==> config.mk <==
export PLATFORM = sky130hd
export DESIGN_NAME = frame_tx_scheduler
export DESIGN_NICKNAME = d
export VERILOG_FILES = /design/src/rtl/frame_tx_scheduler.sv
export SDC_FILE = /design/constraint.sdc
export NUM_CORES = 1
export LEC_CHECK = 0
export CAP_MARGIN = 20
export CORE_ASPECT_RATIO = 0.9
export CORE_MARGIN = 1
export CORE_UTILIZATION = 57
export DETAILED_ROUTE_END_ITERATION = 10
export GPL_TIMING_DRIVEN = 1
export PLACE_DENSITY = 0.84
export RECOVER_POWER = 50
export SYNTH_ARGS = -nofsm -noshare
export SYNTH_HDL_FRONTEND = slang
export SYNTH_SLANG_ARGS = --single-unit
==> constraint.sdc <==
create_clock -name clk -period 6.6 [get_ports clk]
set_input_delay 1.32 -clock clk [delete_from_list [all_inputs] [get_ports clk]]
set_output_delay 1.32 -clock clk [all_outputs]
set_load 0.03 [all_outputs]
==> src/rtl/frame_tx_scheduler.sv <==
// frame_tx_scheduler
//   Paced transmit scheduler for the L2 switch simulator. Frames entered by the
//   user logic are held in a 4-entry circular FIFO. A send request clears the
//   switch FIFOs once and then dispatches the queued frames in arrival order,
//   each to the port of its source node. GAP_CYCLES idle cycles follow every
//   dispatch so that serial frames never overlap inside the switch.
//
// Ports
//   clk, rst        system clock, synchronous active-high reset
//   add_req         enqueue pulse for add_frame / add_src
//   add_frame       {SFD, DST, SRC, PAYLOAD} nibbles
//   add_src         transmitting node index (0=A .. 3=D)
//   send_req        start a dispatch burst (honoured only when idle)
//   tx_frame_flat   per-port frame, port p at [16p+15:16p], held between dispatches
//   tx_valid        one-cycle dispatch strobe, one bit per port
//   clear_fifos     one-cycle pulse to the switch at burst start
//   queue_count     frames currently queued (0..4)
//   full            queue holds 4 frames
//   busy            burst in progress
//   drop            add_req rejected because the queue was full
//   done            burst finished (also pulsed for a send on an empty queue)
module frame_tx_scheduler #(
  parameter int GAP_CYCLES = 40,
  parameter int DEPTH      = 4
) (
  input  logic        clk,
  input  logic        rst,
  input  logic        add_req,
  input  logic [15:0] add_frame,
  input  logic [1:0]  add_src,
  input  logic        send_req,
  output logic [63:0] tx_frame_flat,
  output logic [3:0]  tx_valid,
  output logic        clear_fifos,
  output logic [2:0]  queue_count,
  output logic        full,
  output logic        busy,
  output logic        drop,
  output logic        done
);

  localparam int              GW       = $clog2(GAP_CYCLES + 1);
  localparam logic [2:0]      FULL_CNT = 3'(DEPTH);
  localparam logic [GW-1:0]   GAP_LOAD = GW'(GAP_CYCLES);
  localparam logic [GW-1:0]   GAP_LAST = GW'(1);

  localparam logic [2:0] S_IDLE     = 3'd0;
  localparam logic [2:0] S_CLEAR    = 3'd1;
  localparam logic [2:0] S_DISPATCH = 3'd2;
  localparam logic [2:0] S_GAP      = 3'd3;
  localparam logic [2:0] S_DONE     = 3'd4;

  logic [2:0]    state;
  logic [2:0]    state_nxt;
  logic [15:0]   q_frame [4];
  logic [1:0]    q_src   [4];
  logic [1:0]    head;
  logic [1:0]    tail;
  logic [2:0]    count;
  logic [2:0]    count_nxt;
  logic [GW-1:0] gap_cnt;
  logic          push;
  logic          pop;
  logic          load;
  logic          empty_send;

  always_comb begin
    state_nxt = state;
    case (state)
      S_IDLE:     if (send_req && count != 3'd0) state_nxt = S_CLEAR;
      S_CLEAR:    state_nxt = S_DISPATCH;
      S_DISPATCH: state_nxt = S_GAP;
      S_GAP:      if (gap_cnt == GAP_LAST)
                    state_nxt = (count != 3'd0) ? S_DISPATCH : S_DONE;
      S_DONE:     state_nxt = S_IDLE;
      default:    state_nxt = S_IDLE;
    endcase
  end

  // Output registers are loaded on the edge entering DISPATCH from the current
  // head; the head itself is retired on the edge leaving DISPATCH. A pop frees
  // a slot in the same cycle, so an add against a full queue is then accepted.
  assign load       = (state_nxt == S_DISPATCH);
  assign pop        = (state == S_DISPATCH);
  assign push       = add_req && ((count != FULL_CNT) || pop);
  assign count_nxt  = count + {2'b00, push} - {2'b00, pop};
  assign empty_send = (state == S_IDLE) && send_req && (count == 3'd0);

  assign queue_count = count;

  always_ff @(posedge clk) begin
    if (rst) begin
      state         <= S_IDLE;
      head          <= 2'd0;
      tail          <= 2'd0;
      count         <= 3'd0;
      gap_cnt       <= '0;
      tx_frame_flat <= 64'd0;
      tx_valid      <= 4'd0;
      clear_fifos   <= 1'b0;
      full          <= 1'b0;
      busy          <= 1'b0;
      drop          <= 1'b0;
      done          <= 1'b0;
    end else begin
      state       <= state_nxt;
      count       <= count_nxt;
      full        <= (count_nxt == FULL_CNT);
      drop        <= add_req && !push;
      clear_fifos <= (state_nxt == S_CLEAR);
      busy        <= (state_nxt != S_IDLE);
      done        <= empty_send || (state_nxt == S_DONE);
      if (push) tail <= tail + 2'd1;
      if (pop)  head <= head + 2'd1;

      if (state == S_DISPATCH)  gap_cnt <= GAP_LOAD;
      else if (state == S_GAP)  gap_cnt <= gap_cnt - GAP_LAST;

      tx_valid <= 4'd0;
      if (load) begin
        tx_valid <= 4'b0001 << q_src[head];
        tx_frame_flat[{q_src[head], 4'b0000} +: 16] <= q_frame[head];
      end
    end
  end

  // Queue storage carries no reset; head/tail/count define what is live.
  always_ff @(posedge clk) begin
    if (push) begin
      q_frame[tail] <= add_frame;
      q_src[tail]   <= add_src;
    end
  end

endmodule

# Word level (Yosys, flattened, before mapping)
# Memory sizes are Yosys's and may differ from the RTL's. A register that Yosys moved wholly into a read port is not among the register bits.
# Cells that the tools add are included.
totals:
  n_memories: 2
  regBits: 89
  output_inout_bits: 76
  ramBits: 72
  inputBits: 22
memory_table:
  columns: ["name", "words", "word_bits", "rd", "rd_clocked_by_memory_dff", "write_ports", "line_no", "text"]
  rows:
  - ["q_frame", 4, 16, 1, 1, 1, "55", "logic [15:0] q_frame [4];"]
  - ["q_src", 4, 2, 1, 1, 1, "56", "logic [1:0] q_src [4];"]
op_classes:
  addsub: 6
  muxes: 13
  shifts: 3
  bitwise_logic: 1
  eq_ne: 9
  reduce_logical: 15
op_table:
  columns: ["cell", "n"]
  rows:
  - ["bitwise mux 64 bit", 1]
  - ["variable shift 16 x 8 -> 64 bit (first input constant)", 1]
  - ["indexed part select 16 x 8 -> 64 bit", 1]
  - ["two-way mux 6 bit", 2]
  - ["case mux 3 bit (4 select lines)", 1]
  - ["== test 3 x 2 -> 1 bit (second input constant)", 3]
  - ["two-way mux 3 bit", 3]
  - ["two-way mux 2 bit", 4]
  - ["negator 6 -> 8 bit", 1]
  - ["== test 3 x 1 -> 1 bit (second input constant)", 2]
  - ["== test 3 bit (second input constant)", 2]
  - ["== test 6 x 1 -> 1 bit (second input constant)", 1]
  - ["logical NOT 3 bit", 2]
  - ["nonzero test 3 bit", 2]
  - ["subtractor 6 x 1 -> 6 bit (second input constant)", 1]
  - ["logical AND 1 bit", 5]
  - ["adder 2 x 1 -> 2 bit (second input constant)", 2]
  - ["OR reduction 2 bit", 2]
  - ["left shift 1 x 2 -> 4 bit (first input constant)", 1]
  - ["adder 3 x 1 -> 3 bit", 1]
  - ["inequality test 3 bit (second input constant)", 1]
  - ["subtractor 3 x 1 -> 3 bit", 1]
  - ["logical OR 1 bit", 2]
  - ["two-way mux 1 bit", 2]
  - ["other kinds (3)", 3]

# Logic depth before layout (Yosys ltp)
logic_depth:
  word_depth: 7
  mapped_depth: 13
  mapped_depth_nobuf: 12

# Least setup slack after synthesis
# No wires, ideal clock.
synth_timing:
  kind: "input to register"
  from: "input add_req"
  to: "register full"
  setup_slack_ns: 3.276
  required_ns: 6.540
  path_stages: 12
  path_buffers: 0
  setup_ns: 0.060
  arrival_ns: 3.265
  path_cell_list: "inv_1 -> a31oi_1 -> inv_1 -> ha_1 -> inv_1 -> ha_1 -> inv_1 -> fa_1 -> xor2_1 -> and2_1 -> nor3_1 -> and3b_1"
synth_via:
  elab_chain_len: 4
synth_rtl:
  columns: ["element", "line_no", "text"]
  rows:
  - ["from (decl)", "28", "input logic add_req,"]
  - ["logical AND 1 bit", "85", "assign push = add_req && ((count != FULL_CNT) || pop);"]
  - ["adder 3 x 1 -> 3 bit", "86", "assign count_nxt = count + {2'b00, push} - {2'b00, pop};"]
  - ["subtractor 3 x 1 -> 3 bit", "86", null]
  - ["== test 3 bit", "108", "full <= (count_nxt == FULL_CNT);"]
  - ["to (signal assigned)", "108", null]
  - ["to (decl)", "36", "output logic full,"]
# Every way passes these cells.
# A chain may end at the register's enable or synchronous reset.

==> flow_metrics.tcl <==
set metrics [dict create \
    status "complete, no violations" \
    start_util 0.586 \
    setup_viol 0 \
    layout_commonest_cell "dfxtp_1" \
    rows 35 \
    crit_path_cell_trace "dlygate4sd3_1 -> clkbuf_1 -> or2_2 -> nor3_1 -> and2_1 -> a22o_1" \
    r2r_slack_ns 2.96 \
    worst_pin_slew_ns 1.01 \
    final_area_sq_mm 0.00757 \
    ioPinCount 98 \
    fin_cells 627 \
    rsz0062_at_grt "no" \
    holdPathStages 1 \
    placed_cells 593 \
    seq_area_frac_synth 0.666 \
    p_leak_nw 2.91 \
    post-place-ws_ns 2.42 \
    post-route-util 0.742 \
    cp.arrival_ns 3.99 \
    yosysTopAreaCell "edfxtp_1" \
    yosysWarnings 0 \
    grt_overflow 0 \
    synth-simple-area-share 0.0611 \
    hold_end "tx_frame_flat[10]" \
    ctsHoldBuffers 0 \
    cts_sinks 163 \
    port-buffer-count 97 \
    clk_path_buf_depth 2 \
    maxCapViolations 0 \
    synth_adder_area_share 0.0305 \
    required_ns 6.95 \
    crit_type "in2reg" \
    crit_slowest_cell "dlygate4sd3_1" \
    place_hpwl_um 8210 \
    peakVddDrop_mv 0.199 \
    viasPerCell 5.93 \
    synth_cell_types 50 \
    slew_headroom 0.323 \
    layout_worst_path_cycle_share 0.551 \
    finish.net_count 520 \
    hp-class "reg2reg" \
    tns_ns 0 \
    synth_edf_count 72 \
    maxClockFrequency_mhz 275 \
    synth_cells 387 \
    min_period_ns 3.64 \
    layout_setup_ws_ns 2.96 \
    skew_ns 0.0116 \
    drcViolationCount 0 \
    syn_nets 423 \
    synth.ff_latch_count 163 \
    cts_tree "built" \
    track_usage 0.244 \
    synth_top_family_by_area "compound AO/OA/AOI/OAI gates" \
    critPathBufInv 2 \
    synth_top_flop_cell "dfxtp_1" \
    syn_avg_cell_area_sq_um 15.5 \
    r2r-end "tx_frame_flat[31]" \
    grt_max_degree 24 \
    htree_levels 4 \
    drive_above_1_share 0.147 \
    routed_wl_um 12400 \
    synth_area_sq_mm 0.00598 \
    synth-xor-area-share 0.00879 \
    numCtsBuffers 17 \
    fillCellCount 601 \
    cp-end-kind "flop" \
    synth.mux.area_fraction 0.0695 \
    wl_per_cell_um 19.8 \
    crit_fanout 18 \
    worst_path_largest_cell_delay_ns 0.70 \
    ant_nets 0 \
    clk_pin_slew_ns 0.07 \
    core_region_area_sq_mm 0.0102 \
    powerDensity_mw_per_mm2 355 \
    grt_pass1_vias 3623 \
    critPathLaunchType "primary input" \
    hold_violations 0 \
    dieWidth_um 110 \
    synth_compound_area_frac 0.132 \
    worstRegToRegCells 7 \
    grt_first_pass_wirelength_um 19400 \
    hold_start "tx_frame_flat[10]" \
    clk_latency_ns 0.42 \
    dpl-instance-area_sq_mm 0.00698 \
    synthArstFlopShare 0 \
    dieArea_sq_mm 0.0109 \
    drt_iter0_markers 192 \
    cts_resized 0 \
    final_cell_mix "dfxtp_1, dlygate4sd3_1, edfxtp_1" \
    crit_family "simple AND/OR/NAND/NOR gates" \
    drv_slew 0 \
    vias 3720 \
    post-cts-setup-buffers 0 \
    crit_start "rst" \
    die_h_um 99.2 \
    synth_area_leaders "edfxtp_1, dfxtp_1, a22o_1" \
    drtPass1Iterations 5 \
    place.gp.congestion 0.845 \
    root_buffer "clkbuf_16" \
    syn_to_final_growth_pct 26.6 \
    synth_top_area_share 0.362 \
    antenna_found_initial 0 \
]
==> worst reg2reg max path: stages (launching register included) <==
cell and delay [ns]:
dfxtp_1 0.91, mux4_2 0.55, inv_1 0.15, ha_1 0.24, nor4b_1 0.48, nand4_1 0.19
nor2_1 0.80, a22o_1 0.25
==> cells in the mapped netlist (2+ instances only) <==
library cell,n
inv_1,13
nand3_1,3
nand2_1,5
buf_6,5
nor4b_1,2
a21oi_1,7
nor2b_1,4
o31a_2,2
and3b_1,2
a31oi_1,2
edfxtp_1,72
a22o_2,10
nor2_1,17
nand3b_1,2
clkbuf_1,8
nor3_1,11
o21ai_0,2
xor2_1,4
mux4_2,18
ha_1,13
xnor2_1,2
a22o_1,52
a31oi_4,4
dfxtp_1,91
or3_1,2
and2_1,6
buf_2,5
==> cell families after synthesis <==
kind of cell / after synthesis
flops: 163
compound gates: 86
simple gates: 65
buf+inv: 34
mux: 19
fa+ha+maj: 14
xor+xnor: 6
==> how the worst max path moves through the flow <==
| stage | slack [ns] | depth (start not counted) | end |
|---|---|---|---|
| 3_5_place_dp | 2.42 | 5 | tx_frame_flat[29] |
| 4_1_cts | 2.79 | 5 | tx_frame_flat[31] |
| 3_3_place_gp | 2.55 | 5 | tx_frame_flat[27] |
| 5_1_grt | 2.70 | 7 | tx_frame_flat[29] |
| 6_report | 2.96 | 6 | tx_frame_flat[14] |
| 2_1_floorplan | 3.28 | 12 | full |
==> metal layers <==
metal | share of wire | global-route usage
met5 | 0 | 0
met4 | 0.022 | 0.0964
met3 | 0.065 | 0.0557
met2 | 0.48 | 0.372
met1 | 0.43 | 0.342
==> registers in the layout, summed over array words and instances (netlist names), named ones only <==
signal and count:
queue_count 3, busy 1, tail 2, full 1, q_src 8, tx_frame_flat 64
head 2, tx_valid 4, drop 1, clear_fifos 1, q_frame 64, state 3
done 1, gap_cnt 6
==> per-stage QoR <==
stage	power (mW)	hold WS [ns]
global route	2.79	0.492
finish	2.69	0.477
floorplan	1.57	0.472
CTS	2.70	0.481
global placement	1.71	0.458
detailed placement	1.74	0.462
==> layout make-up <==
type / count / area, sq um / area share
Timing Repair Buffer: 99 / 982 / 0.130
Clock buffer: 17 / 425 / 0.0562
Clock inverter: 15 / 164 / 0.0216
Antenna cell: 1 / 2.50 / 0.000330
Inverter: 13 / 48.8 / 0.00644
Multi-Input combinational cell: 190 / 1810 / 0.238
Sequential cell: 163 / 3980 / 0.526
Tap cell: 129 / 161 / 0.0213
==> where the power goes <==
part	switching, mW	internal (mW)
logic	0.315	0.190
registers	0.0599	1.15
clock network	0.431	0.539
(Power assumes the default switching activity.)
==> patch, RTL diff (config.mk and constraints unchanged) <==
Put one more register stage on the output `queue_count`, without a reset. The value now appears one clock later. The other outputs are not delayed to match.
--- a/src/rtl/frame_tx_scheduler.sv
+++ b/src/rtl/frame_tx_scheduler.sv
@@ -86,7 +86,9 @@
   assign count_nxt  = count + {2'b00, push} - {2'b00, pop};
   assign empty_send = (state == S_IDLE) && send_req && (count == 3'd0);
 
-  assign queue_count = count;
+  always_ff @(posedge clk) begin
+    queue_count <= count;
+  end
 
   always_ff @(posedge clk) begin
     if (rst) begin
Check against the original RTL: not equivalent (Yosys sat finds a counterexample within 4 cycles, from zero or initial values and one cycle with rst high).
==> patch against the original RTL <==
Design area increased by 0.81%; first-iteration DRC count increased by 23%; worst setup slack got worse by 0.11 ns; worst hold slack got worse by 0.056 ns; largest power group unchanged; total power increased by 0.82%; sequential cell count increased by 3; routed wire length increased by 4.7%; area after synthesis increased by 0.44%; largest cell class unchanged; register-to-register slack improved by 0.26 ns.
==> patch: results (changes against the original RTL) <==
CP delay by family, top=simple AND/OR/NAND/NOR gates (unchanged); layout cells sized above 1=14.6% (was 14.7%); crit-path max FO=26 (was 18); Worst Hold Class=register to register (unchanged); number of global-route vias before repair=3,686 (was 3,623); FFs w/ async S/R, synth=0% (unchanged); VDD IR max=0.280 mV (was 0.199 mV); Fin Setup TNS=0 ns (unchanged); CP arrival=4.10 ns (was 3.99 ns); PortBufs=97 (unchanged); initial DRC count=237 (was 192); Root Driver=clkbuf_16 (unchanged); H-Tree Depth=4 (unchanged); Final GP Congestion=0.828 (was 0.845); Yosys cell types=45 (was 50); Setup Fix Bufs, Post-CTS=0 (unchanged); slowest stage delay, CP=0.88 ns (was 0.70 ns); Post-synth top cells=dfxtp_1, edfxtp_1, a22o_1, mux4_2, nor2_1 (unchanged); first-pass GRT wire length=20,300 um (was 19,400 um); cts bufs inserted=17 (unchanged); Antenna Cells=0 (was 1); status=finished, final reports clean (unchanged); nets@finish=522 (was 520); gr usage total=26.0% (was 24.4%); Fin Clk Skew=0.0113 ns (was 0.0116 ns); syn nets=419 (was 423); Vias/cell=5.95 (was 5.93); Clock Pin Slew Worst Setup and Hold Paths=0.06 ns; ranking of synthesized cells by area=edfxtp_1, dfxtp_1, a22o_1 (unchanged); # resized after CTS=0 (unchanged); relative slew slack=32.7% (was 32.3%); Filler cells=596 (was 601); hpwl dp=8380 um (was 8210 um); Clk Latency, worst-skew pair=0.42 ns (about the same); synthesis warning total=0 (unchanged); cell leakage power=2.88 nW (was 2.91 nW); final WL=13,000 um (was 12,400 um); largest net degree at the start of global routing=27 (was 24); P_sw=0.000803 W (was 0.000806 W); clock tree buffer depth=2 (unchanged); PwrDens=355 mW/mm2 (about the same); DP Worst Slack=2.39 ns (was 2.42 ns); register area share after synthesis=67.3% (was 66.6%)
## patch: cell types whose count changed after synthesis, moves of 4 or more
| cell | before | now |
|---|---|---|
| nor4_4 | 0 | 4 |
| clkbuf_1 | 8 | 4 |
| nor3_1 | 11 | 6 |
| nand2_1 | 5 | 10 |
| a31oi_4 | 4 | 0 |
| inv_1 | 13 | 9 |
## patch: cell families (layout without fill, tap and decap cells)
kind of cell	after synthesis	in the layout	share of synthesized area, %
AOI/OAI and AO/OA	84	84	12.2
muxes	18	18	6.75
and+or+nand+nor	69	69	7.46
DFF	166	166	67.3
buffers and inverters	25	141	2.25
adders and majority gates	14	14	3.04
xor gates and xnor gates	7	7	1.02
## patch: final cells by class
type / instances / share of cell area (%)
Inverter: 10 / 0.492
Timing Repair Buffer: 99 / 12.9
Clock inverter: 14 / 1.67
Sequential cell: 166 / 53.0
Tap cell: 129 / 2.11
Multi-Input combinational cell: 192 / 23.9
Clock buffer: 18 / 5.90
## patch: routing by layer
layer	wire [um]	global-route usage, %	part of all wire, %	vias up
met5	0	0	0	-
met4	187	9.92	1.4	0
met3	733	6.75	5.6	14
met2	6590	42.4	51	164
met1	5520	33.4	42	1870
li1	-	-	-	1690
## patch: stage by stage
stage          area (um2)  cells  utilization, %  hold slack [ns]  power [W]
5_1_grt              7630    628            74.5            0.444    0.00281
4_1_cts              7630    628            74.5            0.416    0.00273
3_3_place_gp         7060    596            68.9            0.407    0.00176
2_1_floorplan        6010    383               -            0.382    0.00161
3_5_place_dp         7060    596            68.9            0.408    0.00178
6_report             7630    628            74.5            0.420    0.00271
## patch: final timing paths
| check | startpoint | endpoint | slack [ns] | depth (start not counted) |
|---|---|---|---|---|
| setup reg to reg | register | tx_frame_flat[25] | 3.22 | 6 |
| hold / removal | count[0] | queue_count[0] | 0.42 | 0 |
| setup / recovery | rst | tx_frame_flat[25] | 2.85 | 5 |
| hold reg to reg | count[0] | queue_count[0] | 0.42 | 0 |
## patch: worst reg2reg max path: cells and delay by family, from the launching register on
family,cells,cell delay (ns)
flops,1,0.91
simple gates,2,1.16
mux,1,0.56
compound gates,1,0.26
fa+ha+maj,1,0.26
buf+inv,1,0.16
## patch: power by group through the flow
stage	clock, W	combinational [W]	sequential (W)
after detailed placement	0	0.000528	0.00126
final	0.000949	0.000524	0.00124
after global routing	0.00101	0.000561	0.00125
after CTS	0.000961	0.000536	0.00124
after global placement	0	0.000508	0.00125
after floorplan	0	0.000319	0.00129
